--- config.mk ---
export PLATFORM = sky130hd
export DESIGN_NAME = wrr_stream_arbiter
export DESIGN_NICKNAME = d
export VERILOG_FILES = /design/src/rtl/wrr_stream_arbiter_pkg.sv /design/src/rtl/wrr_stream_arbiter_rr_next_sel.sv /design/src/rtl/wrr_stream_arbiter.sv
export SDC_FILE = /design/constraint.sdc
export NUM_CORES = 1
export LEC_CHECK = 0
export CAP_MARGIN = 20
export CORE_ASPECT_RATIO = 0.75
export CORE_MARGIN = 1.5
export CORE_UTILIZATION = 35
export DETAILED_ROUTE_END_ITERATION = 12
export MAX_ROUTING_LAYER = met4
export PLACE_DENSITY = 0.82
export SYNTH_ARGS = -nofsm -noshare
export SYNTH_HDL_FRONTEND = slang
export SYNTH_SLANG_ARGS = --single-unit
--- constraint.sdc ---
create_clock -name BUS_CLK -period 2.15 [get_ports BUS_CLK]
set_input_delay 0.43 -clock BUS_CLK [delete_from_list [all_inputs] [get_ports BUS_CLK]]
set_output_delay 0.43 -clock BUS_CLK [all_outputs]
set_load 0.05 [all_outputs]
--- src/rtl/wrr_stream_arbiter_pkg.sv ---
// Shared types for the weighted round-robin stream arbiter: FSM state encoding
// and the channel-index width helper used by the RTL and its bench.
package wrr_stream_arbiter_pkg;

    typedef enum logic {
        ST_SELECT = 1'b0,
        ST_GRANT  = 1'b1
    } arb_state_t;

    // Index width for n channels, never below one bit.
    function automatic int ch_bits_f(input int n);
        return (n <= 2) ? 1 : $clog2(n);
    endfunction

endpackage

--- src/rtl/wrr_stream_arbiter_rr_next_sel.sv ---
// Round-robin search: first requester after i_cur (wrapping, i_cur itself last).
// Purely combinational; no handshake of its own.
module rr_next_sel
    import wrr_stream_arbiter_pkg::*;
#(
    parameter int CHANNELS = 4,
    parameter int CH_BITS  = ch_bits_f(CHANNELS)
) (
    input  logic [CHANNELS-1:0] i_req,
    input  logic [CH_BITS-1:0]  i_cur,
    output logic [CH_BITS-1:0]  o_next,
    output logic                o_any
);

    logic               w_found_hi;
    logic [CH_BITS-1:0] w_next_hi;
    logic [CH_BITS-1:0] w_next_lo;

    // Descending scan: the last hit is the lowest index, both above i_cur and overall.
    always_comb begin
        w_found_hi = 1'b0;
        w_next_hi  = '0;
        w_next_lo  = '0;
        for (int i = CHANNELS - 1; i >= 0; i--) begin
            if (i_req[i]) begin
                w_next_lo = CH_BITS'(i);
                if (i > int'(i_cur)) begin
                    w_next_hi  = CH_BITS'(i);
                    w_found_hi = 1'b1;
                end
            end
        end
    end

    assign o_next = w_found_hi ? w_next_hi : w_next_lo;
    assign o_any  = |i_req;

endmodule

--- src/rtl/wrr_stream_arbiter.sv ---
// Weighted round-robin arbiter draining per-channel FIFOs into one registered stream.
// Pop-to-output latency one cycle; sink stall freezes grants, state and burst count.
module wrr_stream_arbiter
    import wrr_stream_arbiter_pkg::*;
#(
    parameter int  CHANNELS    = 4,
    parameter int  DATA_WIDTH  = 32,
    parameter int  WEIGHT_BITS = 4,
    localparam int CH_BITS     = ch_bits_f(CHANNELS)
) (
    input  logic                            BUS_CLK,
    input  logic                            BUS_RST,
    input  logic [CHANNELS-1:0]             WRITE_REQ,
    input  logic [CHANNELS-1:0]             HOLD_REQ,
    input  logic [CHANNELS*DATA_WIDTH-1:0]  DATA_IN,
    input  logic [CHANNELS*WEIGHT_BITS-1:0] WEIGHT,
    output logic [CHANNELS-1:0]             READ_GRANT,
    output logic                            WRITE_OUT,
    input  logic                            READY_OUT,
    output logic [DATA_WIDTH-1:0]           DATA_OUT,
    output logic [CH_BITS-1:0]              CHAN_OUT
);

    arb_state_t             r_state;
    logic [CH_BITS-1:0]     r_cur;
    logic [WEIGHT_BITS-1:0] r_cnt;
    logic                   r_wout;
    logic [DATA_WIDTH-1:0]  r_dout;
    logic [CH_BITS-1:0]     r_chan;

    logic [CH_BITS-1:0]     w_next;
    logic                   w_any;
    logic                   w_req_cur;
    logic                   w_hold_cur;
    logic [WEIGHT_BITS-1:0] w_weight;
    logic [WEIGHT_BITS-1:0] w_quota;
    logic [WEIGHT_BITS:0]   w_cnt_inc;
    logic                   w_quota_hit;
    logic                   w_load;
    logic                   w_xfer;

    rr_next_sel #(
        .CHANNELS (CHANNELS),
        .CH_BITS  (CH_BITS)
    ) u_rr_next_sel (
        .i_req  (WRITE_REQ),
        .i_cur  (r_cur),
        .o_next (w_next),
        .o_any  (w_any)
    );

    assign w_req_cur   = WRITE_REQ[r_cur];
    assign w_hold_cur  = HOLD_REQ[r_cur];
    assign w_weight    = WEIGHT[int'(r_cur)*WEIGHT_BITS +: WEIGHT_BITS];
    assign w_quota     = (w_weight == '0) ? WEIGHT_BITS'(1) : w_weight;
    // One bit wider so an all-ones count never wraps into a false quota match.
    assign w_cnt_inc   = {1'b0, r_cnt} + {{WEIGHT_BITS{1'b0}}, 1'b1};
    assign w_quota_hit = (w_cnt_inc == {1'b0, w_quota});
    assign w_load      = (r_state == ST_GRANT) && w_req_cur && (!r_wout || READY_OUT) && !BUS_RST;
    assign w_xfer      = r_wout && READY_OUT;

    always_comb begin
        READ_GRANT = '0;
        if (w_load) READ_GRANT[r_cur] = 1'b1;
    end

    always_ff @(posedge BUS_CLK) begin
        if (BUS_RST) begin
            r_state <= ST_SELECT;
            r_cur   <= CH_BITS'(CHANNELS - 1);
            r_cnt   <= '0;
            r_wout  <= 1'b0;
            r_dout  <= '0;
            r_chan  <= '0;
        end else begin
            if (w_load) begin
                r_dout <= DATA_IN[int'(r_cur)*DATA_WIDTH +: DATA_WIDTH];
                r_chan <= r_cur;
                r_wout <= 1'b1;
            end else if (w_xfer) begin
                r_wout <= 1'b0;
            end

            case (r_state)
                ST_SELECT: begin
                    if (w_any) begin
                        r_cur   <= w_next;
                        r_cnt   <= '0;
                        r_state <= ST_GRANT;
                    end
                end
                ST_GRANT: begin
                    if (w_load && !(&r_cnt)) r_cnt <= w_cnt_inc[WEIGHT_BITS-1:0];
                    // A held channel keeps the grant through quota expiry and empty source.
                    if (!w_hold_cur && ((w_load && w_quota_hit) || !w_req_cur))
                        r_state <= ST_SELECT;
                end
                default: r_state <= ST_SELECT;
            endcase
        end
    end

    assign WRITE_OUT = r_wout;
    assign DATA_OUT  = r_dout;
    assign CHAN_OUT  = r_chan;

endmodule

; After elaboration in Yosys (flattened, before gate mapping)
; Cells that the tools add are included.
; Widths: inputs -> output; s select.
[word_totals]
reg_bits = 42
in_bits = 155
out_inout_bits = 39
[op_classes]
add_sub_neg = 1
order_cmp = 5
eq_ne = 3
n_shift = 2
mux = 33
n_bitwise = 1
reduce_logical = 21
[ops]
columns = cell, n
row1 = $shiftx 128x8->32, 1
row2 = $mux 2, 11
row3 = $mux 4, 4
row4 = $shiftx 16x5->4, 1
row5 = $mux 1, 13
row6 = $logic_and 1x1->1, 8
row7 = $pmux 4 s2, 1
row8 = $add 4x1->5 const B, 1
row9 = $eq 5x4->1, 1
row10 = $logic_not 1->1, 5
row11 = $bmux 1 s2, 2
row12 = $gt 2x2->1 const A, 2
row13 = $logic_not 4->1, 1
row14 = $ne 2x1->1 const B, 2
row15 = $reduce_and 2->1, 2
row16 = $reduce_and 4->1, 1
row17 = $reduce_or 4->1, 1
row18 = $lt 2x3->1 const B, 1
row19 = $demux 1 s2, 1
row20 = $ge 2x1->1 const B, 1
row21 = $gt 1x2->1 const A, 1
row22 = $logic_or 1x1->1, 2
row23 = $pmux 1 s2, 1
row24 = $reduce_bool 2->1, 1
row25 = $not 1->1, 1

; Depth between registers and ports, before layout
[logic_depth]
depth_word = 10
depth_mapped = 8
mapped_depth_nobuf = 6

; Modules after synthesis
; From an unflattened synthesis, not the netlist that was laid out.
[hier_totals]
cells_unflattened = 268
area_unflattened_um2 = 2690.1
[modules_own_cells]
columns = mod, instances, cells_each, area_per_inst_um2
row1 = wrr_stream_arbiter, 1, 255, 2620.0
row2 = rr_next_sel, 1, 13, 70.1

; Worst setup path before layout
; No wires, ideal clock.
[synth_path]
path_kind = reg2out
from = reg r_cur[0]
to = out READ_GRANT[2]
arrival_ns = 2.198
required_ns = 1.720
path_slack_ns = -0.478
stages_incl_launch_ff = 6
n_path_buf = 2
cell_sequence = dfxtp_1 buf_6 mux4_2 nand3_1 buf_2 nor3b_1
[synth_between]
elab_chain_cells = 6
[synth_lines]
columns = element, line_no
row1 = "start, declared", wrr_stream_arbiter.sv:25  ; logic [CH_BITS-1:0] r_cur;
row2 = "start signal, assigned", wrr_stream_arbiter.sv:70  ; r_cur <= CH_BITS'(CHANNELS - 1);
row3 = "start signal, assigned", wrr_stream_arbiter.sv:87  ; r_cur <= w_next;
row4 = "parallel branches: the longest is 5 deep, another holds $lt 2x3->1", -
row5 = $mux 4 (*), wrr_stream_arbiter.sv:64  ; if (w_load) READ_GRANT[r_cur] = 1'b1;
row6 = "end, declared", wrr_stream_arbiter.sv:17  ; output logic [CHANNELS-1:0] READ_GRANT,
; Mark *: on every way between the ends. The select of a mux whose other input is x is not followed.

; Worst setup path after layout
[layout_path]
from = reg r_cur[0]
to = out READ_GRANT[3]
; Same word-level chain as after synthesis.

==> metrics.csv <==
metric;value;unit
diodes inserted;0;
yosys warns;0;
core footprint;7300;µm²
commonest cells after routing, fill and taps aside;185 x clkdlybuf4s50_1, 71 x nand2_1, 43 x a21oi_1;
post-route ant nets;0;
Slowest-stage cell, CP;mux4_2;
final hold vios;0;
Clk Latency, worst-skew pair;0.28;ns
Worst Clk Skew;0.00760;ns
final wirelength;8.80;mm
post-CTS setup buffers;0;
Die ar.;8030;µm²
number of different library cells in the post-synthesis netlist;31;
kind of critical path;register to output port;
initial DRC count;75;
Critical Path RT;1.72;ns
GRT Total Usage;0.218;
gate count of the mapped netlist;267;
IR drop worst, VDD;0.363;mV
leakage power;1.76;nW
Die H;78.0;µm
fill cell count;579;
#FFs+latches synth;42;
ratio of cells with drive above 1 in the final layout;0.167;
Post-route DRC;0;
IO Port Bufs;193;
crit-path max FO;3;
WL per Instance;15.7;µm
met3 global-route usage;0.0468;
Period Utilization, post-route;0.975;
pin count of the biggest net entering global routing;43;
total CTS buffers;5;
hold_buf cts;0;
final setup vio count;0;
CTS Sinks;42;
I/O pins;194;
status;complete, no violations;
dpl cell area;4770;µm²
Crit path largest cell delay;0.51;ns
routability cong.;0.840;
dpl hpwl;7.12;mm
Final Critical Period;2.10;ns
drt pass-1 iters;4;
Design Area, Final;4890;µm²
H-tree Lvls;2;
Via Count;2834;
vias per std cell;5.04;
clk slew on worst S/H paths;0.07;ns
grt met1 use;0.236;
antenna violations before repair;0;
CTS resizes;8;
final net count;616;
worst min path class;register to register;
Site Rows;27;
area grow syn2layout;86.3;%
register area share after synthesis;0.320;
syn nets;423;
CTS tree;built;
f_max;0.477;GHz
fin. max-slew vios;0;
Avg Synthesized Cell Area;9.83;µm²
CTS Buffer Depth;2;
CP Capture Type;output port;
most common cell after layout, fill and taps aside;clkdlybuf4s50_1;
Critical Path Source Type;register;
Starting Density;0.360;
met2 Track Usage GR;0.406;
Tightest Pin Transition;0.526;ns
GRT busiest layer;met2;
Slew headroom;0.649;
P per Cell Area;504;nW/µm²
clk root buf;clkbuf_8;
most frequent CP cell;and3_4;
worst path cell trace;mux4_2, and3_4, and3_4, buf_12;
number of global-route vias before repair;2979;
Die Width;103;µm
worst hold margin;0.455;ns
grt total ovfl;0;
WP data arrival;1.67;ns
Cell Area, Synth;2620;µm²
global-route wire length before repair;13.3;mm
Max-Cap Viols;0;
-- logic make-up (layout without fill, tap and decap cells) --
kind of cell,after synthesis,count (layout),share of synthesized area
and+or+nand+nor,99,99,0.156
AOI/OAI and AO/OA,55,55,0.113
muxes,39,39,0.330
xor gates and xnor gates,6,6,0.0200
buffers and inverters,25,219,0.0553
adders and majority gates,1,1,0.00477
DFF,42,42,0.320
-- power breakdown --
| part | switching, W | total [W] | internal [W] |
|---|---|---|---|
| clock | 0.000261 | 0.000603 | 0.000342 |
| combinational | 0.000421 | 0.00101 | 0.000589 |
| sequential | 0.0000270 | 0.000848 | 0.000821 |
| total | 0.000710 | 0.00246 | 0.00175 |
-- registers in the layout, summed over array words and instances, names as in the netlist --
name	count
CHAN_OUT	2
DATA_OUT	32
WRITE_OUT	1
r_cnt	4
r_cur	2
r_state	1
-- stage by stage --
| stage | TNS (ns) | util | std cells | setup slack [ns] | power (W) |
|---|---|---|---|---|---|
| CTS | 0 | 0.669 | 562 | 0.0196 | 0.00249 |
| detailed placement | -3.99 | 0.653 | 554 | -0.175 | 0.00188 |
| finish | 0 | 0.670 | 562 | 0.0546 | 0.00246 |
| global placement | -1.84 | 0.653 | 554 | -0.141 | 0.00186 |
| global route | -0.0000743 | 0.670 | 562 | -0.0000743 | 0.00259 |
| floorplan | 0 | - | 267 | 0.00639 | 0.00142 |
-- final cells by class --
type,instances,area (µm²),area share
clock buffer,5,68.8,0.0141
clock inverter,3,40.0,0.00819
inverter,1,3.75,0.000768
multi-input combinational,200,1670,0.342
sequential,42,846,0.173
tap,101,126,0.0259
timing repair buffer,210,2130,0.436
-- routing by layer --
layer | up-vias | share of wire
met4 | 0 | 0.0072
met1 | 1336 | 0.38
met3 | 6 | 0.085
li1 | 1360 | -
met2 | 132 | 0.52
met5 | - | 0
-- critical path: cells and delay by family (launching register included) --
kind                   cells  cell delay (ns)
buffers and inverters      1             0.14
flip-flops                 1             0.38
multiplexers               1             0.51
AND/OR/NAND/NOR            2             0.36
-- path summary, 6_finish.rpt --
check,start,endpoint,slack (ns),cells after the start
hold / removal,DATA_OUT[20]$_SDFFE_PP0P_,DATA_OUT[20]$_SDFFE_PP0P_,0.46,2
setup reg to reg,r_cur[0]$_SDFFE_PP1P_,r_state$_SDFF_PP0_,0.30,5
setup / recovery,r_cur[0]$_SDFFE_PP1P_,READ_GRANT[3],0.05,4
hold reg to reg,DATA_OUT[20]$_SDFFE_PP0P_,DATA_OUT[20]$_SDFFE_PP0P_,0.46,2
-- synth_stat cells --
library cell,instances,share of area
ha_1,1,0.0048
a31oi_1,1,0.0024
a32oi_1,1,0.0033
nor2_1,6,0.0086
nor3_1,5,0.0095
o211a_1,1,0.0038
and3_1,2,0.0048
inv_1,1,0.0014
clkbuf_1,7,0.010
mux4_2,38,0.33
dfxtp_1,42,0.32
nor4_1,1,0.0024
or2_1,1,0.0024
clkbuf_2,1,0.0019
xor2_1,2,0.0067
nor2b_1,1,0.0024
xnor2_1,4,0.013
a21oi_1,43,0.082
nand3_1,7,0.013
nand2b_1,3,0.0072
buf_6,5,0.021
buf_1,3,0.0043
o21ai_0,4,0.0076
mux2i_1,1,0.0038
o21bai_1,2,0.0057
buf_2,7,0.013
a21o_1,2,0.0057
nor3b_1,1,0.0029
buf_4,1,0.0029
nand2_1,72,0.10
o22ai_1,1,0.0024
No activity file was read; power rests on OpenSTA's default activity.
